$ cat src/rtl/cpu_pkg.sv
// Shared CPU front-end types: fetch FSM states, word width and opcode/func codes
// used by both the fetch unit and the instruction decoder.
package cpu_pkg;

  localparam int INSTR_W = 32;

  typedef enum logic [1:0] {
    FETCH = 2'd0,
    EXEC  = 2'd1,
    HALT  = 2'd2,
    ERR   = 2'd3
  } fetch_state_t;

  localparam logic [5:0] OP_RTYPE     = 6'h00;
  localparam logic [5:0] OP_J         = 6'h02;
  localparam logic [5:0] OP_JAL       = 6'h03;
  localparam logic [5:0] OP_BEQ       = 6'h04;
  localparam logic [5:0] OP_BNE       = 6'h05;
  localparam logic [5:0] FUNC_JR      = 6'h08;
  localparam logic [5:0] FUNC_SYSCALL = 6'h0C;

  localparam logic [INSTR_W-1:0] WORD_MASK = 32'hFFFF_FFFC;

endpackage

$ cat src/rtl/next_pc_calc.sv
// Combinational next-PC selection: pc+4, branch/jump/jr targets and the
// halted > jump_register > jump > branch > sequential priority mux.
module next_pc_calc
  import cpu_pkg::*;
(
  input  logic [INSTR_W-1:0] pc,
  input  logic [25:0]        imm26,
  input  logic [INSTR_W-1:0] rs_data,
  input  logic               halted,
  input  logic               jump,
  input  logic               jump_register,
  input  logic               branch,
  output logic [INSTR_W-1:0] pc4,
  output logic [INSTR_W-1:0] next_pc
);

  logic [INSTR_W-1:0] branch_target;
  logic [INSTR_W-1:0] jump_target;
  logic [INSTR_W-1:0] jr_target;

  assign pc4           = pc + 32'd4;
  assign branch_target = pc4 + {{14{imm26[15]}}, imm26[15:0], 2'b00};
  assign jump_target   = {pc4[31:28], imm26, 2'b00};
  // JR targets with stray low bits are word-aligned rather than faulted.
  assign jr_target     = rs_data & WORD_MASK;

  always_comb begin
    next_pc = pc4;
    if (halted)             next_pc = pc;
    else if (jump_register) next_pc = jr_target;
    else if (jump)          next_pc = jump_target;
    else if (branch)        next_pc = branch_target;
  end

endmodule

$ cat src/rtl/fetch_unit.sv
// Instruction fetch / PC sequencing stage: FSM, pc/inst registers, ack timeout.
// Build option: define JAL_LINK_PC8_EN for link_addr = pc+8 (else pc+4).
module fetch_unit
  import cpu_pkg::*;
#(
  parameter logic [31:0] RESET_PC = 32'h0000_0000,
  parameter int unsigned ACK_TMO  = 0
) (
  input  logic               clk,
  input  logic               rst,
  output logic               imem_req,
  output logic [INSTR_W-1:0] imem_addr,
  input  logic               imem_ack,
  input  logic [INSTR_W-1:0] imem_rdata,
  output logic [INSTR_W-1:0] inst,
  output logic               inst_valid,
  input  logic               ex_done,
  input  logic               halted,
  input  logic               jump,
  input  logic               jump_register,
  input  logic               branch,
  input  logic [INSTR_W-1:0] rs_data,
  output logic [INSTR_W-1:0] pc,
  output logic [INSTR_W-1:0] link_addr,
  output logic               halt,
  output logic               fetch_err
);

  // state | meaning
  // FETCH | imem_req high at pc, waiting for imem_ack
  // EXEC  | inst held for decode/execute until ex_done
  // HALT  | sticky SYSCALL halt, left only by rst
  // ERR   | sticky ack timeout, left only by rst

  localparam logic [15:0] TMO_LOAD = (ACK_TMO == 0) ? 16'd0 : 16'(ACK_TMO - 1);

  fetch_state_t       state, state_nxt;
  logic               started;
  logic [15:0]        wait_cnt;
  logic               tmo_hit;
  logic [INSTR_W-1:0] pc4;
  logic [INSTR_W-1:0] next_pc;

  next_pc_calc u_next_pc (
    .pc            (pc),
    .imm26         (inst[25:0]),
    .rs_data       (rs_data),
    .halted        (halted),
    .jump          (jump),
    .jump_register (jump_register),
    .branch        (branch),
    .pc4           (pc4),
    .next_pc       (next_pc)
  );

  // started holds off the first request until one cycle after reset release.
  assign imem_req   = started && (state == FETCH);
  assign imem_addr  = pc;
  assign inst_valid = (state == EXEC);
  assign halt       = (state == HALT);
  assign fetch_err  = (state == ERR);
  assign tmo_hit    = (ACK_TMO != 0) && (wait_cnt == 16'd0);

`ifdef JAL_LINK_PC8_EN
  assign link_addr = pc + 32'd8;
`else
  assign link_addr = pc4;
`endif

  always_comb begin
    state_nxt = state;
    unique case (state)
      FETCH: begin
        if (imem_req) begin
          if (imem_ack)     state_nxt = EXEC;
          else if (tmo_hit) state_nxt = ERR;
        end
      end
      EXEC: begin
        if (ex_done) state_nxt = halted ? HALT : FETCH;
      end
      HALT:    state_nxt = HALT;
      ERR:     state_nxt = ERR;
      default: state_nxt = state;
    endcase
  end

  always_ff @(posedge clk or posedge rst) begin
    if (rst) begin
      state    <= FETCH;
      started  <= 1'b0;
      pc       <= RESET_PC;
      inst     <= '0;
      wait_cnt <= TMO_LOAD;
    end else begin
      started <= 1'b1;
      state   <= state_nxt;
      if (imem_req && imem_ack) begin
        inst     <= imem_rdata;
        wait_cnt <= TMO_LOAD;
      end else if (imem_req && (wait_cnt != 16'd0)) begin
        wait_cnt <= wait_cnt - 16'd1;
      end
      if ((state == EXEC) && ex_done) pc <= next_pc;
    end
  end

endmodule

$ cat config.mk
export PLATFORM = sky130hd
export DESIGN_NAME = fetch_unit
export DESIGN_NICKNAME = d
export VERILOG_FILES = /design/src/rtl/cpu_pkg.sv /design/src/rtl/next_pc_calc.sv /design/src/rtl/fetch_unit.sv
export SDC_FILE = /design/constraint.sdc
export NUM_CORES = 1
export LEC_CHECK = 0
export CORE_AREA = 2 2 114 116
export CTS_CLUSTER_DIAMETER = 60
export CTS_CLUSTER_SIZE = 10
export DETAILED_ROUTE_END_ITERATION = 8
export DIE_AREA = 0 0 116 118
export PLACE_DENSITY = 0.89
export SLEW_MARGIN = 10
export SYNTH_ARGS = -nofsm -noshare
export SYNTH_HDL_FRONTEND = slang
export SYNTH_SLANG_ARGS = --single-unit
$ cat constraint.sdc
create_clock -name clk -period 4.8 [get_ports clk]
set_input_delay 0.48 -clock clk [delete_from_list [all_inputs] [get_ports clk]]
set_output_delay 0.48 -clock clk [all_outputs]
set_load 0.005 [all_outputs]
Word level (Yosys, flattened, before mapping)
Cells that the tools add are included.

Bits in registers: 67. Input bits: 72.

Bitwise operators: 1. Reduce and logical (&&, ||, !) cells: 6. Add/subtract/negate cells: 2. Mux-type cells: 8. Eq/ne operators: 6.

Operators by type and width (count): $mux 32 (3); $add 32x3->32 const B (1); $add 32x32->32 (1); $mux 2 (4); $pmux 2 s4 (1); $eq 2x2->1 const B (2); $ne 2x2->1 const B (2); $logic_and 1x1->1 (3); $reduce_and 3->1 (1); $eq 2x1->1 const B (1); $logic_not 2->1 (1); $ne 2x1->1 const B (1); $reduce_and 2->1 (1); $not 1->1 (1).

Longest topological paths before layout
Word-level depth: 5. Mapped depth: 18. Gate-level depth less buffers: 17.

Cells and area by module
Synthesis repeated with hierarchy kept, for this count alone.

Cell total of the unflattened synthesis: 714. Area, all modules: 6408.6 µm².

By module, submodules not included: next_pc_calc (cells an instance 526, instances 1, area an instance 3457.1 µm²); fetch_unit (cells an instance 188, instances 1, area an instance 2951.6 µm²).

Worst setup path before layout
OpenSTA, ideal clock, no wires.

Path type: reg2reg. Start: register pc[2] (netlist: imem_addr[2]). End: register pc[30] (netlist: imem_addr[30]). Data arrival time: 3.467 ns. Period minus slack after synthesis: 3.602 ns. Buffers on the path: 2. Cell stages (with the launch flop): 18. Path slack: 1.198 ns. Cells stage by stage: dfrtp_1 > ha_1 > nand4_2 > nor3_4 > and3_1 > buf_4 > nand2_1 > xnor2_1 > ha_1 > buf_6 > o21ai_1 > nand2b_1 > nor3b_1 > a221o_1 > o41ai_1 > xnor2_1 > mux2i_1 > o22ai_1.

Longest elaborated chain between the ends: 5.

Ends and longest elaborated chain: start, declared (line fetch_unit.sv:23) `output logic [INSTR_W-1:0] pc,`; start signal, assigned (line fetch_unit.sv:104) `if ((state == EXEC) && ex_done) pc <= next_pc;`; $add 32x3->32 (line next_pc_calc.sv:21) `assign pc4 = pc + 32'd4;`; net link_addr[24] (line fetch_unit.sv:24) `output logic [INSTR_W-1:0] link_addr,`; $add 32x32->32 (line next_pc_calc.sv:22) `assign branch_target = pc4 + {{14{imm26[15]}}, imm26[15:0], 2'b00};`; $mux 32 (line next_pc_calc.sv:32) `else if (branch) next_pc = branch_target;`; $mux 32 (line next_pc_calc.sv:31) `else if (jump) next_pc = jump_target;`; $mux 32 (line next_pc_calc.sv:30) `else if (jump_register) next_pc = jr_target;`.

The timed path passes the listed nets, and every way through them passes these cells. A chain may end at the register's enable or synchronous reset.

Worst setup path after layout
Start: register pc[2] (netlist: imem_addr[2]). End: register pc[30] (netlist: imem_addr[30]).

Longest elaborated chain between the ends: 5.

Ends and longest elaborated chain (line): $add 32x3->32 * (next_pc_calc.sv:21); $add 32x32->32 (next_pc_calc.sv:22); $mux 32 (next_pc_calc.sv:32); $mux 32 * (next_pc_calc.sv:31); $mux 32 * (next_pc_calc.sv:30).

Mark *: on every way between the ends. The rest lies on a longest branch, timed or not.

==> reports/qor.yml <==
run_status: "completed"
p_per_area_nw_per_um2: 777.0
die_h_microns: 118
synth_mux_area_frac: 0.07799
cpPeakStageDelay_ns: 0.48
cts.repair.resized: 0
finalSetupTns_ns: 0
ys_ff_latch: 65
cp_top_family: "simple AND/OR/NAND/NOR gates"
async_flop_share: 1.000
chipWidth_microns: 116
setup_viol: 0
row_count: 41
io_pins: 204
hold_buffers: 0
cp-start-kind: "flip-flop"
antenna_found_initial: 0
cp.arrival_ns: 4.53
synthCells: 673
swShare: 0.4439
ir_worst_vdd_mv: 0.4830
viasPerCell: 5.863
port_buffers: 195
synth_largest_area_cell: "dfrtp_1"
syn_area_sq_um: 5776
finalHoldViolCount: 0
p_int_w: 0.003427
antenna_cells: 0
gp_congestion: 0.9439
crit_buf_inv: 0
tritoncts: "done"
worstSkewPairLatency_ns: 0.34
postRouteAntennaNets: 0
synth_edf_count: 0
post-cts-setup-buffers: 0
routedWlPerCell_microns: 18.83
dp_hpwl_microns: 14070
synth_area_leaders: "dfrtp_1 (28%), ha_1 (8.7%), mux2_2 (6.2%), xnor2_1 (5.0%), buf_4 (4.9%)"
syn_avg_cell_area_sq_um: 8.582
synth-xor-area-share: 0.07886
ys_seq_area_frac: 0.2816
finalCritPeriodShare: 0.8958
p_sw_w: 0.002736
hold_ws_ns: 0.5021
cp_slowest_cell: "dfrtp_1"
htreeDepth: 3
track_usage: 0.2821
cp_max_fo: 9
relSlewSlack: 0.3382
synth_top_family_by_area: "compound AO/OA/AOI/OAI gates"
first_pass_iters: 8
combPwrFrac: 0.687
clock_sinks: 65
min_path_type: "reg2reg"
core_sq_um: 12410
path_clk_slew_ns: 0.06
post-place-ws_ns: 0.5458
fin_crit_ns: 4.300
numCtsBuffers: 9
grt_overflow_total: 0
place_area_sq_um: 7625
vias: 5892
cts_root_buffer: "clkbuf_16"
cts_buffer_depth: 2
area_delta_synth_final_pct: 37.33
yosysTopAreaCellShare: 0.2816
drv_slew: 0
cap_violations: 0
drc_errors: 0
worst_ep_required_time_ns: 5.03
grt_pass1_vias: 5780
nets: 941
drt-total-wl_microns: 18920
final.setup_skew_ns: 0.006232
max_freq_mhz: 232.6
p_seq_frac: 0.202
place_inst: 989
layout.cells.non_filler: 1005
crit_chain: "ha_1 -> nand4_2 -> nor3_4 -> and3_1 -> nand2_1 -> xnor2_1 -> ha_1 -> o21ai_1 -> nand2b_1 -> nor3b_1 -> a221o_1 -> o41ai_1 -> xnor2_1 -> mux2i_1 -> o22ai_1"
ys_types: 73
synth_simple_gate_area_frac: 0.1837
initial_utilization: 0.4652
worst_slew_pin_slew_ns: 0.9890
timing.critical_path.to_type: "flip-flop"
synth_compound_area_frac: 0.2073
fin_ws_ns: 0.5000
drive_gt1_frac: 0.09604
drt_iter0_drc: 384
yosys.area_share.adder: 0.09012
stdcell_area_sq_um: 7931
worstSetupPathType: "reg2reg"
clkPwrFrac: 0.112
p_leak_nw: 3.314
synth_flop_cell: "dfrtp_1"
grt_max_degree: 44
dieArea_sq_um: 13690
yosysWarnings: 0
grt_pass1_wl_microns: 30490
rsz0062_at_grt: "no"
-- power groups by stage --
| stage | sequential, W | combinational, W | clock [W] |
|---|---|---|---|
| 4_1_cts | 0.00123 | 0.00419 | 0.000688 |
| 5_1_grt | 0.00129 | 0.00463 | 0.000710 |
| 3_3_place_gp | 0.00123 | 0.00407 | 0 |
| 2_1_floorplan | 0.00115 | 0.00267 | 0 |
| 3_5_place_dp | 0.00124 | 0.00415 | 0 |
| 6_report | 0.00124 | 0.00423 | 0.000687 |
-- synth_stat cells, types with 7 or more instances --
master,count
xnor2_1,33
buf_4,38
o21ai_0,47
mux2i_1,9
clkbuf_1,17
a211oi_1,9
inv_1,15
nand4_1,8
nor2_1,57
a21o_1,9
ha_1,40
a21oi_1,53
o22ai_1,7
nand2_1,60
xor2_1,19
and3_1,8
nand3_1,23
mux2_2,32
dfrtp_1,65
-- logic make-up after synthesis --
kind of cell,count (synthesis)
AND/OR/NAND/NOR,206
AO/OA/AOI/OAI,186
buffers and inverters,80
flip-flops,65
XOR/XNOR,52
adder cells (fa/ha/maj),41
multiplexers,41
other,2
-- cell type report --
type / count / area, sq um
inverters: 16 / 60.06
clock buffers: 10 / 239.0
flip-flops and latches: 65 / 1627
clock inverters: 6 / 67.56
multi-input cells: 533 / 3711
fillers: 1046 / 4483
repair buffers: 203 / 2012
well taps: 172 / 215.2
-- registers in the layout, summed over array words and instances, names as in the netlist --
register,flops
started,1
state,2
inst,32
imem_addr,30
-- worst reg2reg max path, stage by stage (launching register included) --
cell      delay, ns
dfrtp_1        0.48
ha_1           0.28
nand4_2        0.22
nor3_4         0.34
and3_1         0.39
nand2_1        0.11
xnor2_1        0.28
ha_1           0.38
o21ai_1        0.16
nand2b_1       0.11
nor3b_1        0.18
a221o_1        0.37
o41ai_1        0.45
xnor2_1        0.17
mux2i_1        0.09
o22ai_1        0.18
-- cell usage in the layout (no fill, tap or decap), types with 8 or more instances in the layout --
master           count
nand2_1             60
dfrtp_1             65
clkdlybuf4s50_1    195
a211oi_1             9
ha_1                40
o21ai_0             47
mux2_2              32
a21oi_1             53
xor2_1              19
inv_1               14
nand4_1              8
nor2_1              57
and3_1               8
mux2i_1              9
nand3_1             23
a21o_1               9
clkbuf_16            9
buf_4                8
xnor2_1             33
-- metrics by stage --
step	utilization	power (W)
finish	0.6389	0.006162
global route	0.6389	0.006627
CTS	0.6389	0.006115
detailed placement	0.6142	0.005389
global placement	0.6142	0.005299
floorplan	-	0.003818
-- layer usage --
metal	track usage	up-vias	routed length [microns]
met1	0.3647	2798	7295
met4	0.09821	0	590
met3	0.05716	55	1768
met5	0	-	0
li1	-	2710	-
met2	0.4649	329	9267
-- path summary, 6_finish.rpt --
kind / start / to / slack [ns] / cells after the start
max in group asynchronous: rst / imem_addr[5] / 3.31 / 3
worst min-delay path: inst[31] / inst[31] / 0.50 / 1
worst min register to register: inst[31] / inst[31] / 0.50 / 1
worst max-delay path: imem_addr[2] / imem_addr[30] / 0.50 / 15
min in group asynchronous: rst / state[1] / 0.57 / 2
worst max register to register: imem_addr[2] / imem_addr[30] / 0.50 / 15
No activity file was read; power rests on OpenSTA's default activity.
